**config.mk**
```make
export PLATFORM = sky130hd
export DESIGN_NAME = instruction_fetch
export DESIGN_NICKNAME = d
export VERILOG_FILES = /design/src/rtl/fetch_pkg.sv /design/src/rtl/fetch_skid_buffer.sv /design/src/rtl/instruction_fetch.sv
export SDC_FILE = /design/constraint.sdc
export NUM_CORES = 1
export LEC_CHECK = 0
export ABC_AREA = 1
export CAP_MARGIN = 20
export CORE_MARGIN = 10
export CORE_UTILIZATION = 45
export CTS_CLUSTER_SIZE = 20
export DETAILED_ROUTE_END_ITERATION = 6
export PLACE_DENSITY = 0.78
export SKIP_CTS_REPAIR_TIMING = 1
export SLEW_MARGIN = 20
export SYNTH_ARGS = -nofsm -noshare
export SYNTH_HDL_FRONTEND = slang
export SYNTH_SLANG_ARGS = --single-unit
```
**constraint.sdc**
```tcl
create_clock -name clock -period 4.02 [get_ports clock]
set_input_delay 0.402 -clock clock [delete_from_list [all_inputs] [get_ports clock]]
set_output_delay 0.402 -clock clock [all_outputs]
set_load 0.01 [all_outputs]
```
**src/rtl/fetch_pkg.sv**
```systemverilog
// ---------------------------------------------------------------------------
// fetch_pkg
// Shared types and constants for the instruction fetch stage.
//   fetch_state_t : sequencer states (IDLE, RUN)
//   OP_JUMP       : opcode [31:26] of an unconditional jump word
//   BASE_*        : program base addresses in the instruction memory
//   DEF_PC_W / DEF_INSTR_W : default PC and instruction widths
//   base_addr()   : program_sel -> base address (select 3 is reserved -> 0)
// ---------------------------------------------------------------------------
package fetch_pkg;

    localparam int DEF_PC_W    = 10;
    localparam int DEF_INSTR_W = 32;

    localparam logic [5:0] OP_JUMP = 6'b010000;

    localparam int unsigned BASE_FIB   = 0;
    localparam int unsigned BASE_FACT  = 15;
    localparam int unsigned BASE_SYNTH = 25;

    typedef enum logic [0:0] {
        ST_IDLE = 1'b0,
        ST_RUN  = 1'b1
    } fetch_state_t;

    function automatic int unsigned base_addr(input logic [1:0] sel);
        case (sel)
            2'd1:    return BASE_FACT;
            2'd2:    return BASE_SYNTH;
            default: return BASE_FIB;
        endcase
    endfunction

endpackage

```
**src/rtl/fetch_skid_buffer.sv**
```systemverilog
// ---------------------------------------------------------------------------
// fetch_skid_buffer
// One-entry holding register for a fetched word {instr, pc}. It catches the
// word returned by the memory when the output register is still occupied,
// because the memory re-reads every edge and would otherwise lose it.
//   i_clock, i_reset_n : clock, async active-low reset
//   i_flush            : empty the entry (highest priority)
//   i_load             : store {i_instr, i_pc} and mark valid
//   i_drain            : entry has been moved to the output; mark empty
//   o_valid, o_instr, o_pc : current entry
// ---------------------------------------------------------------------------
module fetch_skid_buffer #(
    parameter int PC_W    = 10,
    parameter int INSTR_W = 32
) (
    input  logic               i_clock,
    input  logic               i_reset_n,
    input  logic               i_flush,
    input  logic               i_load,
    input  logic               i_drain,
    input  logic [INSTR_W-1:0] i_instr,
    input  logic [PC_W-1:0]    i_pc,
    output logic               o_valid,
    output logic [INSTR_W-1:0] o_instr,
    output logic [PC_W-1:0]    o_pc
);

    logic               r_valid;
    logic [INSTR_W-1:0] r_instr;
    logic [PC_W-1:0]    r_pc;

    always_ff @(posedge i_clock or negedge i_reset_n) begin
        if (!i_reset_n) begin
            r_valid <= 1'b0;
            r_instr <= '0;
            r_pc    <= '0;
        end else if (i_flush) begin
            r_valid <= 1'b0;
        end else if (i_load) begin
            r_valid <= 1'b1;
            r_instr <= i_instr;
            r_pc    <= i_pc;
        end else if (i_drain) begin
            r_valid <= 1'b0;
        end
    end

    assign o_valid = r_valid;
    assign o_instr = r_instr;
    assign o_pc    = r_pc;

endmodule

```
**src/rtl/instruction_fetch.sv**
```systemverilog
// ---------------------------------------------------------------------------
// instruction_fetch
// PC sequencer in front of a synchronous instruction memory (registered read,
// no enable). Issues one address per cycle, tags the word that returns one
// clock later with its PC and hands it to decode over valid/ready.
//
// Optional feature macro: FETCH_EARLY_JUMP_EN
//   defined   - jump words (opcode OP_JUMP) are consumed here: pc takes
//               instr[PC_W-1:0] and the word is never presented downstream.
//   undefined - jump words are forwarded like any other word.
//
// Ports
//   clock, reset_n        : clock shared with the memory, async active-low reset
//   start, program_sel    : begin (or restart) the selected program
//   stop                  : return to IDLE, flush everything, pc = 0
//   redirect_valid/addr   : branch/jump target from execute
//   address               : memory address, always the pc register
//   instrucao             : memory read data (for the address of the last edge)
//   instr_out/pc/valid    : word to decode; instr_ready accepts it
//   running               : high in RUN
//
// State | meaning
// ------+-------------------------------------------------------------
// IDLE  | pc held at 0, nothing issued, output and skid empty
// RUN   | issuing sequential addresses, capturing returned words
// ---------------------------------------------------------------------------
module instruction_fetch
    import fetch_pkg::*;
#(
    parameter int PC_W    = DEF_PC_W,
    parameter int INSTR_W = DEF_INSTR_W
) (
    input  logic               clock,
    input  logic               reset_n,
    input  logic               start,
    input  logic               stop,
    input  logic [1:0]         program_sel,
    input  logic               redirect_valid,
    input  logic [PC_W-1:0]    redirect_addr,
    output logic [PC_W-1:0]    address,
    input  logic [INSTR_W-1:0] instrucao,
    output logic [INSTR_W-1:0] instr_out,
    output logic [PC_W-1:0]    instr_pc,
    output logic               instr_valid,
    input  logic               instr_ready,
    output logic               running
);

    fetch_state_t       r_state;
    logic [PC_W-1:0]    r_pc;
    logic               r_f1_valid;
    logic [PC_W-1:0]    r_f1_pc;
    logic [INSTR_W-1:0] r_instr_out;
    logic [PC_W-1:0]    r_instr_pc;
    logic               r_instr_valid;

    logic               w_skid_valid;
    logic [INSTR_W-1:0] w_skid_instr;
    logic [PC_W-1:0]    w_skid_pc;

    logic w_accept;
    logic w_out_free;
    logic w_redirect;
    logic w_flush;
    logic w_jump;
    logic w_capture;
    logic w_issue;
    logic w_skid_load;
    logic w_skid_drain;

    // Output slot is free this edge if empty or being accepted right now.
    assign w_accept   = r_instr_valid && instr_ready;
    assign w_out_free = !r_instr_valid || instr_ready;

    // Redirects only mean something while a program is running.
    assign w_redirect = (r_state == ST_RUN) && redirect_valid;
    assign w_flush    = stop || w_redirect || start;

`ifdef FETCH_EARLY_JUMP_EN
    assign w_jump = r_f1_valid && (instrucao[INSTR_W-1 -: 6] == OP_JUMP);
`else
    assign w_jump = 1'b0;
`endif

    // The returning word must be taken this edge; the memory overwrites it next.
    assign w_capture = r_f1_valid && !w_jump;

    // Issue only when the word we would fetch is guaranteed a landing place:
    // skid empty and output free. A jump being consumed squashes this issue.
    assign w_issue = (r_state == ST_RUN) && !w_skid_valid && w_out_free && !w_jump;

    // Skid and in-flight word are never both valid (issue needs an empty skid),
    // so drain and load cannot collide.
    assign w_skid_drain = !w_flush && (r_state == ST_RUN) && w_skid_valid && w_out_free;
    assign w_skid_load  = !w_flush && (r_state == ST_RUN) && w_capture && !w_out_free;

    fetch_skid_buffer #(
        .PC_W    (PC_W),
        .INSTR_W (INSTR_W)
    ) u_skid (
        .i_clock   (clock),
        .i_reset_n (reset_n),
        .i_flush   (w_flush),
        .i_load    (w_skid_load),
        .i_drain   (w_skid_drain),
        .i_instr   (instrucao),
        .i_pc      (r_f1_pc),
        .o_valid   (w_skid_valid),
        .o_instr   (w_skid_instr),
        .o_pc      (w_skid_pc)
    );

    always_ff @(posedge clock or negedge reset_n) begin
        if (!reset_n) begin
            r_state       <= ST_IDLE;
            r_pc          <= '0;
            r_f1_valid    <= 1'b0;
            r_f1_pc       <= '0;
            r_instr_out   <= '0;
            r_instr_pc    <= '0;
            r_instr_valid <= 1'b0;
        end else if (stop) begin
            r_state       <= ST_IDLE;
            r_pc          <= '0;
            r_f1_valid    <= 1'b0;
            r_instr_valid <= 1'b0;
        end else if (w_redirect) begin
            r_pc          <= redirect_addr;
            r_f1_valid    <= 1'b0;
            r_instr_valid <= 1'b0;
        end else if (start) begin
            // From IDLE this is the program launch; in RUN it is a restart,
            // i.e. a redirect to the program base.
            r_state       <= ST_RUN;
            r_pc          <= PC_W'(base_addr(program_sel));
            r_f1_valid    <= 1'b0;
            r_instr_valid <= 1'b0;
        end else if (r_state == ST_RUN) begin
            r_f1_valid <= w_issue;
            if (w_jump) begin
                r_pc <= instrucao[PC_W-1:0];
            end else if (w_issue) begin
                r_f1_pc <= r_pc;
                r_pc    <= r_pc + PC_W'(1);
            end

            // Skid drains before any new memory word reaches the output.
            if (w_skid_drain) begin
                r_instr_out   <= w_skid_instr;
                r_instr_pc    <= w_skid_pc;
                r_instr_valid <= 1'b1;
            end else if (w_capture && w_out_free) begin
                r_instr_out   <= instrucao;
                r_instr_pc    <= r_f1_pc;
                r_instr_valid <= 1'b1;
            end else if (w_accept) begin
                r_instr_valid <= 1'b0;
            end
        end
    end

    assign address     = r_pc;
    assign instr_out   = r_instr_out;
    assign instr_pc    = r_instr_pc;
    assign instr_valid = r_instr_valid;
    assign running     = (r_state == ST_RUN);

endmodule

```
==> results of run 1 <==
## path summary, 6_finish.rpt
check	start	end	slack [ns]	depth (start not counted)
min in group clock	u_skid.o_pc[4]$_DFFE_PN0P_	u_skid.o_pc[4]$_DFFE_PN0P_	0.48	2
worst max register to register	running$_DFFE_PN0P_	instr_out[3]$_DFFE_PN0P_	1.43	9
worst min register to register	u_skid.o_pc[4]$_DFFE_PN0P_	u_skid.o_pc[4]$_DFFE_PN0P_	0.48	2
worst max-delay path	start	instr_out[3]$_DFFE_PN0P_	1.29	10
max in group asynchronous	reset_n	r_f1_pc[0]$_DFFE_PN0P_	2.82	2
worst min-delay path	reset_n	instr_out[6]$_DFFE_PN0P_	0.16	1
## sequential cells by signal, summed over array words and instances, names as in the netlist
register / cells
u_skid.o_pc: 10
instr_pc: 10
instr_valid: 1
u_skid.o_valid: 1
r_f1_valid: 1
instr_out: 32
r_f1_pc: 10
address: 10
u_skid.o_instr: 32
running: 1
## through the flow
step / hold WS [ns] / util, % / power (mW) / cell area [sq um] / instances
after global routing: 0.259 / 57.5 / 2.68 / 6510 / 871
after floorplan: 0.106 / - / 1.45 / 5170 / 638
final: 0.163 / 57.5 / 2.55 / 6510 / 871
after global placement: 0.457 / 55.0 / 1.73 / 6230 / 856
after CTS: 0.224 / 57.5 / 2.58 / 6510 / 871
after detailed placement: 0.465 / 55.0 / 1.74 / 6230 / 856
## cell usage in the layout (no fill, tap or decap), types with 5 or more instances in the layout
| cell | count |
|---|---|
| a21oi_1 | 11 |
| buf_4 | 6 |
| clkbuf_16 | 9 |
| clkdlybuf4s50_1 | 102 |
| dfrtp_1 | 108 |
| inv_1 | 70 |
| nand2_1 | 207 |
| nand3_1 | 53 |
| nand3b_1 | 43 |
| nor2_1 | 35 |
| o21ai_0 | 51 |
| o21ai_1 | 5 |
## metal layers
| layer | global-route usage, % | vias to the layer above |
|---|---|---|
| met3 | 4.05 | 14 |
| met2 | 25.2 | 132 |
| li1 | - | 2179 |
| met1 | 21.0 | 2087 |
| met5 | 0 | - |
| met4 | 4.82 | 0 |
## final cells by class
| cell class | instances | area [sq um] | share of cell area (%) |
|---|---|---|---|
| timing repair buffer | 108 | 1070 | 16.4 |
| clock buffer | 10 | 239 | 3.67 |
| clock inverter | 5 | 45.0 | 0.692 |
| multi-input combinational | 425 | 2010 | 30.9 |
| tap | 143 | 179 | 2.75 |
| inverter | 72 | 270 | 4.15 |
| sequential | 108 | 2700 | 41.5 |
## report_power, final
group | switching, mW | internal [mW] | total (mW)
clock network | 0.399 | 0.443 | 0.841
logic | 0.220 | 0.239 | 0.459
registers | 0.0673 | 1.18 | 1.25
total | 0.686 | 1.87 | 2.55
## cell families (layout without fill, tap and decap cells)
logic type / after synthesis / in the layout / share of synthesized area, %
AO/OA/AOI/OAI: 72 / 72 / 7.21
adder cells (fa/ha/maj): 3 / 3 / 0.726
buffers and inverters: 105 / 195 / 8.95
flip-flops: 108 / 108 / 52.3
AND/OR/NAND/NOR: 350 / 350 / 30.8
==> results.py, run 1 <==
metrics = {
    "outcome": {
        "outcome": "finished, final reports clean",
    },
    "detailed_routing": {
        "wl_met3_um": 825,
        "post_drt_wl_per_cell_um": 14.7,
        "drt-vias-per-instance": 5.07,
        "drtPass1Iterations": 5,
        "first_iter_violations": 458,
        "vias": 4412,
        "antenna_left": 0,
        "top_layer": "met4",
        "wl_met2_um": 6000,
        "wl_met1_um": 5800,
        "drc": 0,
        "wl_um": 12800,
    },
    "global_route": {
        "overflow": 0,
        "grt_pass1_vias": 4463,
        "antenna_found_initial": 0,
        "grt_pass1_wl_um": 21800,
        "grt_max_degree": 86,
        "grtUsageTotal_pct": 15.9,
    },
    "worst_setup_path": {
        "path_cells": "clkdlybuf4s50_1 > inv_2 > nand3_4 > nor2_4 > buf_4 > nand2_2 > nand2_4 > inv_2 > nand2_1 > nand2_1",
        "slowest_stage": "clkdlybuf4s50_1",
        "arrival_ns": 2.95,
        "endpoint_kind": "flop",
        "crit_required_ns": 4.25,
        "worstSetupPathType": "in -> reg",
        "cpLargestDelayFamily": "buffers and inverters",
        "critPathBufInv": 4,
        "critPathLaunchType": "input port",
        "cp_max_fo": 43,
        "critPathMaxStageDelay_ns": 0.49,
    },
    "power_and_ir_drop": {
        "leakage_nw": 3.25,
        "p_per_area_nw_per_um2": 392,
        "vdd_drop_max_mv": 0.205,
    },
    "finish": {
        "finalNetCount": 777,
        "antenna_cells": 0,
        "drive_gt1_share_pct": 4.40,
        "nFillCells": 1019,
        "syn_to_final_growth_pct": 25.9,
    },
    "timing": {
        "fmax_ghz": 0.367,
        "setup_ws_ns": 1.29,
        "slew_viol_final": 0,
        "final_hold_viol_count": 0,
        "finalSetupTns_ns": 0,
        "finalCritPeriodShare_pct": 67.8,
        "worst_slew_pin_slew_ns": 0.932,
        "slew-limit-headroom_pct": 37.8,
        "timing.final.crit_period_ns": 2.73,
        "finalClockSkew_ns": 0.0126,
        "rsz0062_at_grt": "no",
        "setup_violations": 0,
    },
    "floorplan": {
        "placementRows": 39,
        "die_x_um": 127,
        "num_io_pins": 104,
        "die_area_sq_um": 16200,
        "core-area_sq_um": 11300,
        "fp.dieH_um": 127,
        "start_util_pct": 45.7,
    },
    "synthesis": {
        "synth_top_area_share_pct": 52.3,
        "synthTopCellsByArea": "dfrtp_1 (52%), nand2_1 (15%), nand3b_1 (6.2%)",
        "avgSynthCellArea_sq_um": 8.10,
        "syn_nets": 691,
        "yosys.cell_types.count": 28,
        "synth_largest_area_cell": "dfrtp_1",
        "ys_seq_area_share_pct": 52.3,
        "yosysWarningCount": 0,
        "synth_ff_type": "dfrtp_1",
        "synth.most_common_cell": "nand2_1",
        "synth-seq-cells": 108,
        "syn_area_sq_um": 5170,
        "synth-edff-count": 0,
        "syn_inst": 638,
        "ys_top_cells_by_count": "nand2_1 (207), dfrtp_1 (108), inv_1 (70), nand3_1 (53), o21ai_0 (51)",
        "ys_async_sr_fraction_pct": 100,
    },
    "clocking": {
        "cts_max_path_buffers": 2,
        "cts_buffers": 9,
        "root_buffer": "clkbuf_16",
        "path_clk_slew_ns": 0.08,
        "clkLatencyLatePin_ns": 0.35,
        "cts_tree": "done",
        "clock_sinks": 108,
        "htree_levels": 3,
    },
    "placement": {
        "gp_congestion": 0.842,
        "dpl.hpwl_um": 8790,
        "io_buffers": 103,
        "place_ws_ns": 0.927,
    },
    "flow_run": {
        "maxCapViolations": 0,
    },
    "hold_path": {
        "hold_path_class": "in -> async",
    },
}
(Power assumes the default switching activity.)
==> run 2: changes to the inputs <==
PLACE_DENSITY = 0.81   (was 0.78)
clock period = 2.3 ns   (was 4.02 ns; I/O delays follow)
==> results.py, run 2 (synthesized netlist as in run 1, its figures left out) <==
metrics = {
    "clocking": {
        "htree_levels": 3,
        "clock_sinks": 108,
        "root_buffer": "clkbuf_16",
        "path_clk_slew_ns": 0.07,
        "clkLatencyLatePin_ns": 0.34,
        "cts_buffers": 9,
        "cts_max_path_buffers": 2,
        "cts_tree": "done",
    },
    "floorplan": {
        "core-area_sq_um": 11300,
        "num_io_pins": 104,
        "die_x_um": 127,
        "start_util_pct": 45.7,
        "placementRows": 39,
        "die_area_sq_um": 16200,
        "fp.dieH_um": 127,
    },
    "global_route": {
        "grt_pass1_vias": 4407,
        "grt_max_degree": 85,
        "grtUsageTotal_pct": 15.8,
        "grt_pass1_wl_um": 21100,
        "overflow": 0,
        "antenna_found_initial": 0,
    },
    "detailed_routing": {
        "drt-vias-per-instance": 5.14,
        "vias": 4492,
        "wl_um": 12800,
        "post_drt_wl_per_cell_um": 14.6,
        "antenna_left": 0,
        "wl_met3_um": 978,
        "drtPass1Iterations": 5,
        "wl_met1_um": 5560,
        "drc": 0,
        "first_iter_violations": 409,
        "top_layer": "met4",
        "wl_met2_um": 6030,
    },
    "finish": {
        "finalNetCount": 782,
        "seq_area_sq_um": 2700,
        "drive_gt1_share_pct": 4.65,
        "antenna_cells": 0,
        "multi_input_area_sq_um": 2010,
        "layout_commonest_cell": "nand2_1",
        "fin_cells": 874,
        "nFillCells": 1016,
        "fin_area_sq_um": 6580,
        "syn_to_final_growth_pct": 27.3,
        "most-common-layout-cells": "nand2_1 (207), dfrtp_1 (108), clkdlybuf4s50_1 (102)",
    },
    "placement": {
        "placedCellCount": 860,
        "dpl.hpwl_um": 8800,
        "io_buffers": 103,
        "gp_congestion": 0.836,
        "place_area_sq_um": 6290,
    },
    "worst_setup_path": {
        "crit_required_ns": 2.49,
        "critPathBufInv": 1,
        "slowest_stage": "buf_4",
        "path_cells": "nand2_1 > nand3_4 > nor2_2 > nand3_2 > buf_4 > o21ai_0",
        "critPathLaunchType": "flop",
        "r2r-start": "running$_DFFE_PN0P_",
        "regToRegSetupSlack_ns": 0.49,
        "crit_path_start": "running$_DFFE_PN0P_",
        "cp_max_fo": 84,
        "cpLargestDelayFamily": "buffers and inverters",
        "critPathMaxStageDelay_ns": 0.55,
        "endpoint_kind": "flop",
        "arrival_ns": 2.00,
        "worstSetupPathType": "reg -> reg",
    },
    "timing": {
        "finalCritPeriodShare_pct": 78.7,
        "finalClockSkew_ns": 0.00743,
        "finalSetupTns_ns": 0,
        "worst_slew_pin_slew_ns": 0.693,
        "slew-limit-headroom_pct": 53.8,
        "rsz0062_at_grt": "no",
        "timing.final.crit_period_ns": 1.81,
        "final_hold_viol_count": 0,
        "slew_viol_final": 0,
        "setup_violations": 0,
        "holdWs_ns": 0.354,
        "fmax_ghz": 0.552,
    },
    "outcome": {
        "outcome": "finished, final reports clean",
    },
    "power_and_ir_drop": {
        "vdd_drop_max_mv": 0.372,
        "finalPower_mw": 4.49,
        "p_per_area_nw_per_um2": 683,
        "leakage_nw": 3.29,
    },
    "flow_run": {
        "maxCapViolations": 0,
    },
    "hold_path": {
        "hold_path_class": "in -> async",
    },
}
==> run 2: cell count changes in the layout (fill, tap and decap cells not counted) <==
cell | previous run | this run
buf_12 | 0 | 3
buf_4 | 6 | 7
bufinv_16 | 0 | 1
clkinv_2 | 0 | 2
clkinv_4 | 2 | 0
clkinvlp_4 | 1 | 0
dlygate4sd3_1 | 0 | 1
inv_6 | 1 | 0
inv_8 | 1 | 0
==> run 2: power breakdown <==
group          switching, mW  internal, mW
logic                  0.380         0.424
registers              0.121          2.07
clock network          0.645         0.852
total                   1.15          3.35
==> run 2: metrics by stage <==
step                setup slack, ns  util, %
finish                        0.490     58.2
global route                  0.307     58.2
CTS                           0.493     58.1
detailed placement            0.141     55.6
global placement              0.271     55.6
floorplan                     0.824        -
==> run 2: area by class of cell <==
class,instances,area share (%)
sequential,108,41.0
tap,143,2.72
timing repair buffer,113,17.4
multi-input combinational,425,30.5
clock inverter,3,0.608
inverter,72,4.10
clock buffer,10,3.63
==> run 2: worst paths after layout <==
check | to | depth (start not counted)
max in group asynchronous | instr_pc[2]$_DFFE_PN0P_ | 3
min | instr_out[10]$_DFFE_PN0P_ | 2
min in group clock | u_skid.o_instr[0]$_DFFE_PN0P_ | 3
max reg2reg | u_skid.o_instr[24]$_DFFE_PN0P_ | 6
max | u_skid.o_instr[24]$_DFFE_PN0P_ | 6
min reg2reg | instr_out[17]$_DFFE_PN0P_ | 2
==> run 2: worst register-to-register path: stages, from the launching register on <==
cell and delay, ns:
dfrtp_1 0.42, nand2_1 0.18, nand3_4 0.14, nor2_2 0.06, nand3_2 0.07, buf_4 0.55, o21ai_0 0.23
==> run 2: metal layers <==
metal,GRT usage (%),up-vias
li1,-,2196
met1,19.3,2131
met2,25.9,151
met3,4.47,14
met4,5.96,0
met5,0,-
==> run 3: changes to the inputs <==
clock period = 1.6 ns   (was 2.3 ns; I/O delays follow)
==> results.py, run 3 (synthesized netlist as in run 1, its figures left out) <==
metrics = {
    "timing": {
        "finalCritPeriodShare_pct": 98.6,
        "finalSetupTns_ns": 0,
        "timing.final.crit_period_ns": 1.58,
        "holdWs_ns": 0.312,
        "fmax_ghz": 0.634,
        "worst_slew_pin_slew_ns": 0.487,
        "setup_ws_ns": 0.0221,
        "slew_viol_final": 0,
        "finalClockSkew_ns": 0.00704,
        "slew-limit-headroom_pct": 67.6,
        "rsz0062_at_grt": "yes",
        "setup_violations": 0,
        "final_hold_viol_count": 0,
    },
    "worst_setup_path": {
        "worstSetupPathType": "reg -> reg",
        "cp_max_fo": 7,
        "r2r-end": "instr_out[7]$_DFFE_PN0P_",
        "critPathBufInv": 2,
        "regToRegSetupSlack_ns": 0.02,
        "arrival_ns": 1.82,
        "reg2reg_depth": 9,
        "crit_path_start": "running$_DFFE_PN0P_",
        "slowest_stage": "dfrtp_1",
        "critPathMaxStageDelay_ns": 0.43,
        "cpLargestDelayFamily": "simple AND/OR/NAND/NOR gates",
        "r2r-start": "running$_DFFE_PN0P_",
        "path_cells": "nand2_2 > nand3_4 > nor2_4 > nand2_4 > nand2_4 > inv_8 > clkbuf_16 > nand2_1 > nand2_1",
        "crit_required_ns": 1.84,
        "setup.worst_path.end": "instr_out[7]$_DFFE_PN0P_",
        "endpoint_kind": "flop",
        "crit_cells": 9,
        "critPathLaunchType": "flop",
    },
    "detailed_routing": {
        "vias": 4817,
        "first_iter_violations": 451,
        "drc": 0,
        "antenna_left": 0,
        "drtPass1Iterations": 5,
        "wl_um": 15200,
        "drt-vias-per-instance": 5.32,
        "post_drt_wl_per_cell_um": 16.8,
    },
    "placement": {
        "io_buffers": 103,
        "place_area_sq_um": 6460,
        "place_ws_ns": -0.107,
        "placedCellCount": 876,
        "gp_congestion": 0.816,
        "dpl.hpwl_um": 9450,
    },
    "floorplan": {
        "num_io_pins": 104,
        "placementRows": 39,
        "start_util_pct": 45.7,
        "die_area_sq_um": 16200,
        "die_x_um": 127,
        "fp.dieH_um": 127,
        "core-area_sq_um": 11300,
    },
    "global_route": {
        "overflow": 0,
        "grt_max_degree": 63,
        "grt_pass1_vias": 4626,
        "grt_pass1_wl_um": 22700,
        "grtUsageTotal_pct": 16.7,
        "antenna_found_initial": 0,
    },
    "finish": {
        "finalNetCount": 810,
        "fin_cells": 905,
        "syn_to_final_growth_pct": 36.1,
        "drive_gt1_share_pct": 9.71,
        "nFillCells": 957,
        "fin_area_sq_um": 7030,
        "layout_commonest_cell": "nand2_1",
        "final_util_pct": 62.1,
        "most-common-layout-cells": "nand2_1 (202), dfrtp_1 (106), clkdlybuf4s50_1 (101)",
        "antenna_cells": 0,
    },
    "hold_path": {
        "hold_path_class": "in -> async",
    },
    "clocking": {
        "path_clk_slew_ns": 0.07,
        "root_buffer": "clkbuf_16",
        "clock_sinks": 108,
        "cts_max_path_buffers": 2,
        "cts_tree": "done",
        "htree_levels": 3,
        "clkLatencyLatePin_ns": 0.35,
        "cts_buffers": 9,
    },
    "power_and_ir_drop": {
        "vdd_drop_max_mv": 0.559,
        "finalPower_mw": 6.65,
        "p_per_area_nw_per_um2": 945,
        "leakage_nw": 3.51,
    },
    "outcome": {
        "outcome": "finished, final reports clean",
    },
    "flow_run": {
        "maxCapViolations": 0,
    },
}
[run 3: metal layers]
| layer | vias to the layer above | GRT usage [%] | part of all wire, % | routed length [um] |
|---|---|---|---|---|
| met5 | - | 0 | 0 | 0 |
| met4 | 0 | 6.30 | 2.4 | 369 |
| met3 | 39 | 4.30 | 8.3 | 1270 |
| met2 | 223 | 27.7 | 49 | 7390 |
| met1 | 2299 | 20.5 | 41 | 6180 |
| li1 | 2256 | - | - | - |
[run 3: layout make-up]
class,count,area [sq um],share of cell area (%)
timing repair buffer,141,1530,21.8
inverter,72,278,3.95
tap,143,179,2.54
sequential,108,2710,38.5
multi-input combinational,425,2040,29.0
clock buffer,9,225,3.20
clock inverter,7,77.6,1.10
[run 3: worst register-to-register path, cell delays in order (launching register included)]
cell and delay, ns:
dfrtp_1 0.43, nand2_2 0.12, nand3_4 0.12, nor2_4 0.18, nand2_4 0.09, nand2_4 0.16, inv_8 0.08, clkbuf_16 0.17
nand2_1 0.07, nand2_1 0.06
[run 3: power by group]
| group | switching (mW) | internal (mW) | leakage [nW] |
|---|---|---|---|
| clock | 1.05 | 1.22 | 0.134 |
| sequential | 0.171 | 2.98 | 1.45 |
| combinational | 0.583 | 0.646 | 1.92 |
| total | 1.80 | 4.84 | 3.51 |
[run 3: worst min-delay path by stage]
stage,cells after the start,end,slack [ns]
floorplan,0,address[0]$_DFFE_PN0P_,-0.14
global placement,1,instr_out[6]$_DFFE_PN0P_,0.14
detailed placement,1,u_skid.o_instr[6]$_DFFE_PN0P_,0.14
CTS,1,instr_out[6]$_DFFE_PN0P_,-0.23
global route,2,instr_out[6]$_DFFE_PN0P_,0.35
finish,2,instr_out[10]$_DFFE_PN0P_,0.31
